===== config.mk =====
export PLATFORM = sky130hd
export DESIGN_NAME = vga_frame_writer
export DESIGN_NICKNAME = d
export VERILOG_FILES = /design/src/rtl/vga_frame_writer.sv
export SDC_FILE = /design/constraint.sdc
export NUM_CORES = 1
export LEC_CHECK = 0
export ABC_AREA = 1
export CAP_MARGIN = 40
export CORE_ASPECT_RATIO = 1.25
export CORE_MARGIN = 10
export CORE_UTILIZATION = 55
export CTS_CLUSTER_SIZE = 12
export DETAILED_ROUTE_END_ITERATION = 8
export PLACE_DENSITY_LB_ADDON = 0.12
export SLEW_MARGIN = 20
export SYNTH_ARGS = -nofsm -noshare
export SYNTH_HDL_FRONTEND = slang
export SYNTH_SLANG_ARGS = --single-unit

===== constraint.sdc =====
create_clock -name clk -period 4.2 [get_ports clk]
set_input_delay 0.42 -clock clk [delete_from_list [all_inputs] [get_ports clk]]
set_output_delay 0.42 -clock clk [all_outputs]
set_load 0.03 [all_outputs]

===== src/rtl/vga_frame_writer.sv =====
// vga_frame_writer: packs CPU-written Avalon bytes into 24-bit RGB pixels in a FIFO
// and streams them out under a free-running VGA timing generator.
module vga_frame_writer #(
    parameter int H_ACTIVE   = 640,
    parameter int H_FP       = 16,
    parameter int H_SYNC     = 96,
    parameter int H_BP       = 48,
    parameter int V_ACTIVE   = 480,
    parameter int V_FP       = 10,
    parameter int V_SYNC     = 2,
    parameter int V_BP       = 33,
    parameter int FIFO_DEPTH = 16
) (
    input  logic        clk,
    input  logic        reset,
    input  logic [7:0]  writedata,
    input  logic        write,
    input  logic        chipselect,
    input  logic        address,
    input  logic        read,
    output logic [23:0] readdata,
    output logic [7:0]  VGA_R,
    output logic [7:0]  VGA_G,
    output logic [7:0]  VGA_B,
    output logic        HSYNC,
    output logic        VSYNC,
    output logic        active
);
    localparam int H_TOTAL = H_ACTIVE + H_FP + H_SYNC + H_BP;
    localparam int V_TOTAL = V_ACTIVE + V_FP + V_SYNC + V_BP;
    localparam int AW      = $clog2(FIFO_DEPTH);

    typedef enum logic [1:0] {IDLE = 2'd0, ARMED = 2'd1, STREAM = 2'd2} state_t;

    state_t        r_state, w_state_nx;
    logic [11:0]   r_h, r_v;
    logic [23:0]   r_mem [FIFO_DEPTH];
    logic [AW-1:0] r_wp, r_rp;
    logic [AW:0]   r_cnt;
    logic [1:0]    r_phase;
    logic [7:0]    r_r, r_g;
    logic          r_en, r_ufl, r_ovf;

    logic w_wr, w_rd, w_byte, w_ctl, w_flush, w_clr, w_full, w_empty;
    logic w_last_byte, w_push, w_drop, w_h_end, w_frame_end, w_act, w_slot, w_pop;
    logic w_unused;

    assign w_wr        = chipselect & write;
    assign w_rd        = chipselect & read & ~write;
    assign w_byte      = w_wr & ~address;
    assign w_ctl       = w_wr & address;
    assign w_flush     = w_ctl & writedata[2];
    assign w_clr       = w_ctl & writedata[1];
    assign w_full      = r_cnt == (AW+1)'(FIFO_DEPTH);
    assign w_empty     = r_cnt == '0;
    assign w_last_byte = w_byte & (r_phase == 2'd2);
    assign w_push      = w_last_byte & ~w_full;
    assign w_drop      = w_last_byte & w_full;
    assign w_h_end     = r_h == 12'(H_TOTAL - 1);
    // State changes on the last clock of a frame so a new state owns the whole next frame.
    assign w_frame_end = w_h_end & (r_v == 12'(V_TOTAL - 1));
    assign w_act       = (r_h < 12'(H_ACTIVE)) & (r_v < 12'(V_ACTIVE));
    assign w_slot      = (r_state == STREAM) & w_act;
    assign w_pop       = w_slot & ~w_empty;
    assign w_unused    = &writedata[7:3];

    always_comb begin
        w_state_nx = r_state;
        case (r_state)
            IDLE:    w_state_nx = r_en ? ARMED : IDLE;
            ARMED:   w_state_nx = !r_en ? IDLE : (w_frame_end ? STREAM : ARMED);
            STREAM:  w_state_nx = (w_frame_end && !r_en) ? IDLE : STREAM;
            default: w_state_nx = IDLE;
        endcase
    end

    always_ff @(posedge clk or negedge reset) begin
        if (!reset) begin
            r_state  <= IDLE;
            r_h      <= '0;
            r_v      <= '0;
            r_wp     <= '0;
            r_rp     <= '0;
            r_cnt    <= '0;
            r_phase  <= '0;
            r_r      <= '0;
            r_g      <= '0;
            r_en     <= 1'b0;
            r_ufl    <= 1'b0;
            r_ovf    <= 1'b0;
            VGA_R    <= '0;
            VGA_G    <= '0;
            VGA_B    <= '0;
            HSYNC    <= 1'b1;
            VSYNC    <= 1'b1;
            active   <= 1'b0;
            readdata <= '0;
        end else begin
            r_state <= w_state_nx;
            r_h     <= w_h_end ? '0 : r_h + 12'd1;
            if (w_h_end)
                r_v <= (r_v == 12'(V_TOTAL - 1)) ? '0 : r_v + 12'd1;
            if (w_ctl)
                r_en <= writedata[0];
            r_ufl <= (r_ufl & ~w_clr) | (w_slot & w_empty);
            r_ovf <= (r_ovf & ~w_clr) | w_drop;
            if (w_flush)
                r_phase <= '0;
            else if (w_byte)
                r_phase <= (r_phase == 2'd2) ? 2'd0 : r_phase + 2'd1;
            if (w_byte && r_phase == 2'd0)
                r_r <= writedata;
            if (w_byte && r_phase == 2'd1)
                r_g <= writedata;
            if (w_flush) begin
                r_wp  <= '0;
                r_rp  <= '0;
                r_cnt <= '0;
            end else begin
                if (w_push)
                    r_wp <= r_wp + AW'(1);
                if (w_pop)
                    r_rp <= r_rp + AW'(1);
                r_cnt <= r_cnt + (AW+1)'(w_push) - (AW+1)'(w_pop);
            end
            {VGA_R, VGA_G, VGA_B} <= w_pop ? r_mem[r_rp] : 24'd0;
            active <= w_slot;
            HSYNC  <= !((r_h >= 12'(H_ACTIVE + H_FP)) && (r_h < 12'(H_ACTIVE + H_FP + H_SYNC)));
            VSYNC  <= !((r_v >= 12'(V_ACTIVE + V_FP)) && (r_v < 12'(V_ACTIVE + V_FP + V_SYNC)));
            if (w_rd)
                readdata <= address ? {r_h, r_v}
                                    : {1'b0, r_state, r_phase, r_v >= 12'(V_ACTIVE), r_ovf, r_ufl, 11'd0, 5'(r_cnt)};
        end
    end

    always_ff @(posedge clk) begin
        if (w_push)
            r_mem[r_wp] <= {r_r, r_g, writedata};
    end
endmodule


==> impl_metrics.yaml, run 1 <==
status:
  status: "complete, no violations"
sta:
  relSlewSlack_pct: 40.6
  rsz0062_at_grt: "no"
  min_period_ns: 2.93
  period_share_pct: 69.7
  setup_violations: 0
  skew_ns: 0.0185
  fin_hold_ws_ns: 0.297
  worst_pin_slew_ns: 0.891
  finalHoldViolCount: 0
  setup-tns-final_ns: 0
  slew_viol_final: 0
  fmax_ghz: 0.342
power_and_ir_drop:
  seqPwrFrac_pct: 56.6
  peakVddDrop_uv: 393
  switching_share_pct: 24.2
  leakagePower_nw: 8.78
  p_int_mw: 8.34
  p_switching_mw: 2.66
  p_clk_share_pct: 37.7
  cellPowerDensity_nw_per_um2: 476
  finalPower_mw: 11.0
  p_comb_share_pct: 5.7
placed_design:
  gp_congestion: 0.893
  placed_cell_area_um2: 21600
  port_buffers: 64
  place_hpwl_um: 32500
routing:
  dr_wl_met3_um: 4160
  highest_layer: "met4"
  first_pass_iters: 5
  drc_errors: 0
  drtIter0Drc: 1479
  postRouteAntennaNets: 0
  wl_met2_um: 24700
  num_vias: 13672
  wirelength_um: 51600
  met1_length_um: 21800
  via_per_inst: 5.74
  wl_per_cell_um: 21.7
setup_path:
  critPathLaunchType: "flip-flop"
  critPathCaptureType: "flip-flop"
  crit_path_max_fanout: 12
  slowest_stage: "fa_1"
  path_class: "reg2reg"
  critPathArrivalTime_ns: 3.43
  path_cells: "inv_1 > ha_1 > nand4_1 > inv_2 > nor2_4 > ha_1 > inv_1 > ha_1 > inv_1 > fa_1 > o21bai_1 > a21oi_1 > nand2_1 > nand2_1 > nor2_1"
  cpPeakStageDelay_ns: 0.40
  cp-startpoint: "r_cnt[3]"
  timing.rr.start: "r_cnt[3]"
  required_ns: 4.70
finish:
  drive_above_1_share_pct: 7.32
  design_area_um2: 23100
  diodes: 0
  nNetsFinal: 1891
  syn_to_final_growth_pct: 13.1
  fillers: 2841
yosys:
  syn_inst: 1816
  synth.distinct_cells: 42
  synth-seq-area-share_pct: 70.0
  synth_seq_cells: 495
  synth_area_per_cell_um2: 11.3
  syn_nets: 1847
  yosys_warnings: 0
  syn_area_um2: 20400
clock_tree:
  cts_tree: "yes"
  cts_buffers: 48
  clk_pin_slew_ns: 0.06
  cts_hold_buf: 1
  cts-root-buf: "clkbuf_16"
  ctsResizeCount: 0
  post_cts_buffers: 0
  cts_num_sinks: 495
  h-tree-depth: 2
  clkLatencyLatePin_ns: 0.57
  clockBufferDepth: 3
run:
  maxCapViolations: 0
die:
  floorplan.rows: 78
  io_pins: 65
  initial_core_util_pct: 56.0
  dieWidth_um: 192
  die_area_um2: 45300
  coreArea_um2: 36500
  die_y_um: 236
global_route:
  grt_antenna_before_repair: 0
  grt_max_degree: 156
  grt_use_total_pct: 22.6
  grt_pass1_wl_um: 78800
  grt_pass1_vias: 13264
  grt-ovfl-total: 0
min_path:
  hold_path_class: "in2async"
[sequential cells by signal, indices dropped and copies added (netlist names), 2 cells and up]
register and count:
r_mem 384, r_wp 4, r_v 12, VGA_B 8, readdata 24, r_state 2, r_phase 2, r_cnt 5
r_rp 4, r_g 8, r_r 8, VGA_R 8, VGA_G 8, r_h 12
[worst max-delay path, delay by kind of cell (launching register included)]
family / cells / cell delay (ns)
compound gates: 2 / 0.24
simple gates: 5 / 0.85
fa+ha+maj: 4 / 1.08
buf+inv: 4 / 0.28
flops: 1 / 0.39
[power by group through the flow]
stage	sequential, mW	clock, mW	combinational [mW]
floorplan	6.11	0	0.266
global placement	6.35	0	0.522
detailed placement	6.37	0	0.544
CTS	6.27	4.19	0.553
global route	6.25	4.38	0.696
finish	6.23	4.15	0.627
[worst paths after layout]
kind	endpoint	slack [ns]	cells after the start
max in group asynchronous	r_rp[1]	3.02	4
worst max-delay path	r_cnt[4]	1.27	15
worst min register to register	readdata[15]	0.51	2
worst min-delay path	r_r[4]	0.30	2
worst max register to register	r_cnt[4]	1.27	15
min in group clk	readdata[15]	0.51	2
[cell families after synthesis]
kind of cell / share of synthesized area (%)
DFF: 70.0
AOI/OAI and AO/OA: 2.53
and+or+nand+nor: 21.8
xor gates and xnor gates: 0.643
buffers and inverters: 3.89
adders and majority gates: 1.08
[layout make-up]
| class | instances | area [um2] | area share (%) |
|---|---|---|---|
| clock buffers | 86 | 1410 | 6.09 |
| clock inverters | 4 | 77.6 | 0.336 |
| inverters | 68 | 260 | 1.13 |
| multi-input cells | 1155 | 5450 | 23.6 |
| flip-flops and latches | 495 | 14300 | 62.0 |
| well taps | 480 | 601 | 2.60 |
| repair buffers | 92 | 993 | 4.30 |
[per-layer routing]
layer  global-route usage, %  vias up
met5                       0        -
met4                    5.30        0
met3                    3.24       70
met2                    35.5      537
met1                    32.8     6723
li1                        -     6342
[metrics by stage]
step / utilization, % / worst slack, ns / std cells
3_5_place_dp: 59.1 / 0.911 / 2287
3_3_place_gp: 58.8 / 0.934 / 2279
4_1_cts: 63.2 / 1.30 / 2378
6_report: 63.3 / 1.27 / 2380
5_1_grt: 63.3 / 1.07 / 2380
2_1_floorplan: - / 1.71 / 1816
[cell usage in the layout, fill, tap and decap left out, types with 19 or more instances in the layout]
cell type        instances
clkdlybuf4s50_1         63
edfxtp_1               384
o21ai_0                 39
dfrtp_1                106
clkbuf_16               50
nand2_1                544
a21oi_1                 29
nor2_1                  77
clkbuf_1                34
inv_1                   57
nor2_4                  19
nand3_1                348
[cell usage after synthesis, drive strengths merged]
master	number	share of area, %
o21bai	1	0.037
a31oi	11	0.34
o21ai	52	1.3
nor3	7	0.24
nand2	548	10
ha	16	0.98
clkinv	1	0.018
a21oi	29	0.71
a211o	1	0.043
clkbuf	22	0.41
or2	1	0.031
xor2	13	0.56
inv	67	1.2
nand3b	2	0.073
a21boi	1	0.037
o2111ai	1	0.043
fa	1	0.098
nor3b	1	0.037
dfrtp	109	13
edfxtp	384	56
nand3	352	8.8
buf	76	2.2
nand4	12	0.40
xnor2	2	0.086
dfstp	2	0.26
nor2	103	2.2
o211ai	1	0.037
No activity file was read; power rests on OpenSTA's default activity.
==> run 2, diff against run 1 <==
==> constraint.sdc (replaced) <==
create_clock -name clk -period 2.63 [get_ports clk]
set_input_delay 0.263 -clock clk [delete_from_list [all_inputs] [get_ports clk]]
set_output_delay 0.263 -clock clk [all_outputs]
set_load 0.03 [all_outputs]
==> impl_metrics.yaml, run 2 (same netlist as run 1, synthesis figures left out) <==
status:
  status: "complete, no violations"
die:
  dieWidth_um: 192
  floorplan.rows: 78
  coreArea_um2: 36500
  io_pins: 65
  die_y_um: 236
  die_area_um2: 45300
  initial_core_util_pct: 56.0
run:
  maxCapViolations: 0
setup_path:
  ff2ff_path_depth: 15
  required_ns: 3.13
  critPathArrivalTime_ns: 2.91
  cp_num_cells: 15
  path_class: "reg2reg"
  slowest_stage: "dfrtp_1"
  path_cells: "inv_1 > ha_2 > nand4_1 > inv_2 > nor2_4 > ha_1 > inv_1 > ha_1 > inv_1 > fa_1 > o21bai_1 > a21oi_1 > nand2_1 > nand2_1 > nor2_1"
  crit_path_max_fanout: 3
  critPathCaptureType: "flip-flop"
  path_common_cell: "inv_1"
  cpPeakStageDelay_ns: 0.40
  crit_buf_inv: 4
  critPathLaunchType: "flip-flop"
  path_delay_family: "adder cells"
finish:
  top_register: "r_mem"
  regArea_um2: 14300
  layout_commonest_cell: "nand2_1"
  multi_input_area_um2: 5460
  drive_above_1_share_pct: 10.0
  syn_to_final_growth_pct: 15.5
  fillers: 2879
  diodes: 0
  largest_reg_flops: 384
  final_cell_mix: "544 x nand2_1, 384 x edfxtp_1, 348 x nand3_1"
  top_regs: "r_mem x384, readdata x24"
  nNetsFinal: 1946
power_and_ir_drop:
  leakagePower_nw: 9.05
  cellPowerDensity_nw_per_um2: 728
  peakVddDrop_uv: 768
  finalPower_mw: 17.2
  p_switching_mw: 4.14
  p_comb_share_pct: 5.2
  p_clk_share_pct: 36.9
  seqPwrFrac_pct: 57.9
  p_int_mw: 13.0
  switching_share_pct: 24.1
global_route:
  grt_use_total_pct: 22.5
  grt_pass1_wl_um: 78500
  grt_pass1_vias: 13629
  grt_max_degree: 81
  grt-ovfl-total: 0
  grt_antenna_before_repair: 0
sta:
  setup_violations: 0
  skew_ns: 0.0229
  setup-tns-final_ns: 0
  min_period_ns: 2.41
  finalHoldViolCount: 0
  period_share_pct: 91.6
  worst_pin_slew_ns: 0.839
  fmax_ghz: 0.415
  rsz0062_at_grt: "no"
  slew_viol_final: 0
  relSlewSlack_pct: 44.1
clock_tree:
  clk_pin_slew_ns: 0.06
  cts_buffers: 48
  h-tree-depth: 2
  clockBufferDepth: 3
  cts-root-buf: "clkbuf_16"
  clkLatencyLatePin_ns: 0.58
  cts_tree: "yes"
  cts_num_sinks: 495
  post_cts_buffers: 0
routing:
  drtIter0Drc: 1397
  first_pass_iters: 6
  wirelength_um: 50500
  drc_errors: 0
  postRouteAntennaNets: 0
  wl_per_cell_um: 20.8
  num_vias: 13838
  via_per_inst: 5.69
placed_design:
  port_buffers: 64
  gp_congestion: 0.870
  place_hpwl_um: 32500
min_path:
  hold_path_class: "in2async"
==> run 2: per-layer routing <==
metal | track usage, % | vias up | wire (um)
met4 | 6.38 | 0 | 1160
li1 | - | 6446 | -
met3 | 4.16 | 81 | 4130
met2 | 35.6 | 547 | 23900
met1 | 31.1 | 6764 | 21300
met5 | 0 | - | 0
==> run 2: timing repair <==
item	4_1_cts	5_1_grt
endpoints found under the setup margin	0	1
gates resized for setup	0	4
hold endpoints to repair	29	0
hold buffers	1	0
==> run 2: power groups by stage <==
stage / combinational, mW / sequential (mW) / clock [mW]
floorplan: 0.425 / 9.76 / 0
global placement: 0.866 / 10.1 / 0
detailed placement: 0.885 / 10.1 / 0
CTS: 0.893 / 9.92 / 6.43
global route: 1.01 / 9.99 / 6.74
finish: 0.893 / 9.95 / 6.34
==> run 2: path summary, 6_finish.rpt <==
path,from,end,slack (ns)
setup / recovery,r_cnt[2],r_cnt[4],0.22
hold / removal,reset,readdata[0],0.20
setup reg to reg,r_cnt[2],r_cnt[4],0.22
hold reg to reg,readdata[7],readdata[7],0.51
max in group asynchronous,reset,VGA_R[2],1.69
min in group clk,address,readdata[20],0.44
==> run 2: cell type report <==
type                    instances  share of cell area (%)
inverters                      68                    1.10
repair buffers                147                    6.57
clock buffers                  86                    5.86
flip-flops and latches        495                    60.7
well taps                     480                    2.54
multi-input cells            1155                    23.1
clock inverters                 3                   0.127
==> run 2: stage by stage <==
stage	utilization, %	hold WS (ns)	std cells	worst slack, ns	cell area (um2)
floorplan	-	-0.0326	1816	0.135	20400
global placement	60.8	0.258	2344	0.00801	22200
detailed placement	60.8	0.268	2344	-0.00789	22200
CTS	64.7	0.196	2434	0.194	23600
global route	64.7	0.230	2434	0.00894	23600
finish	64.7	0.198	2434	0.220	23600
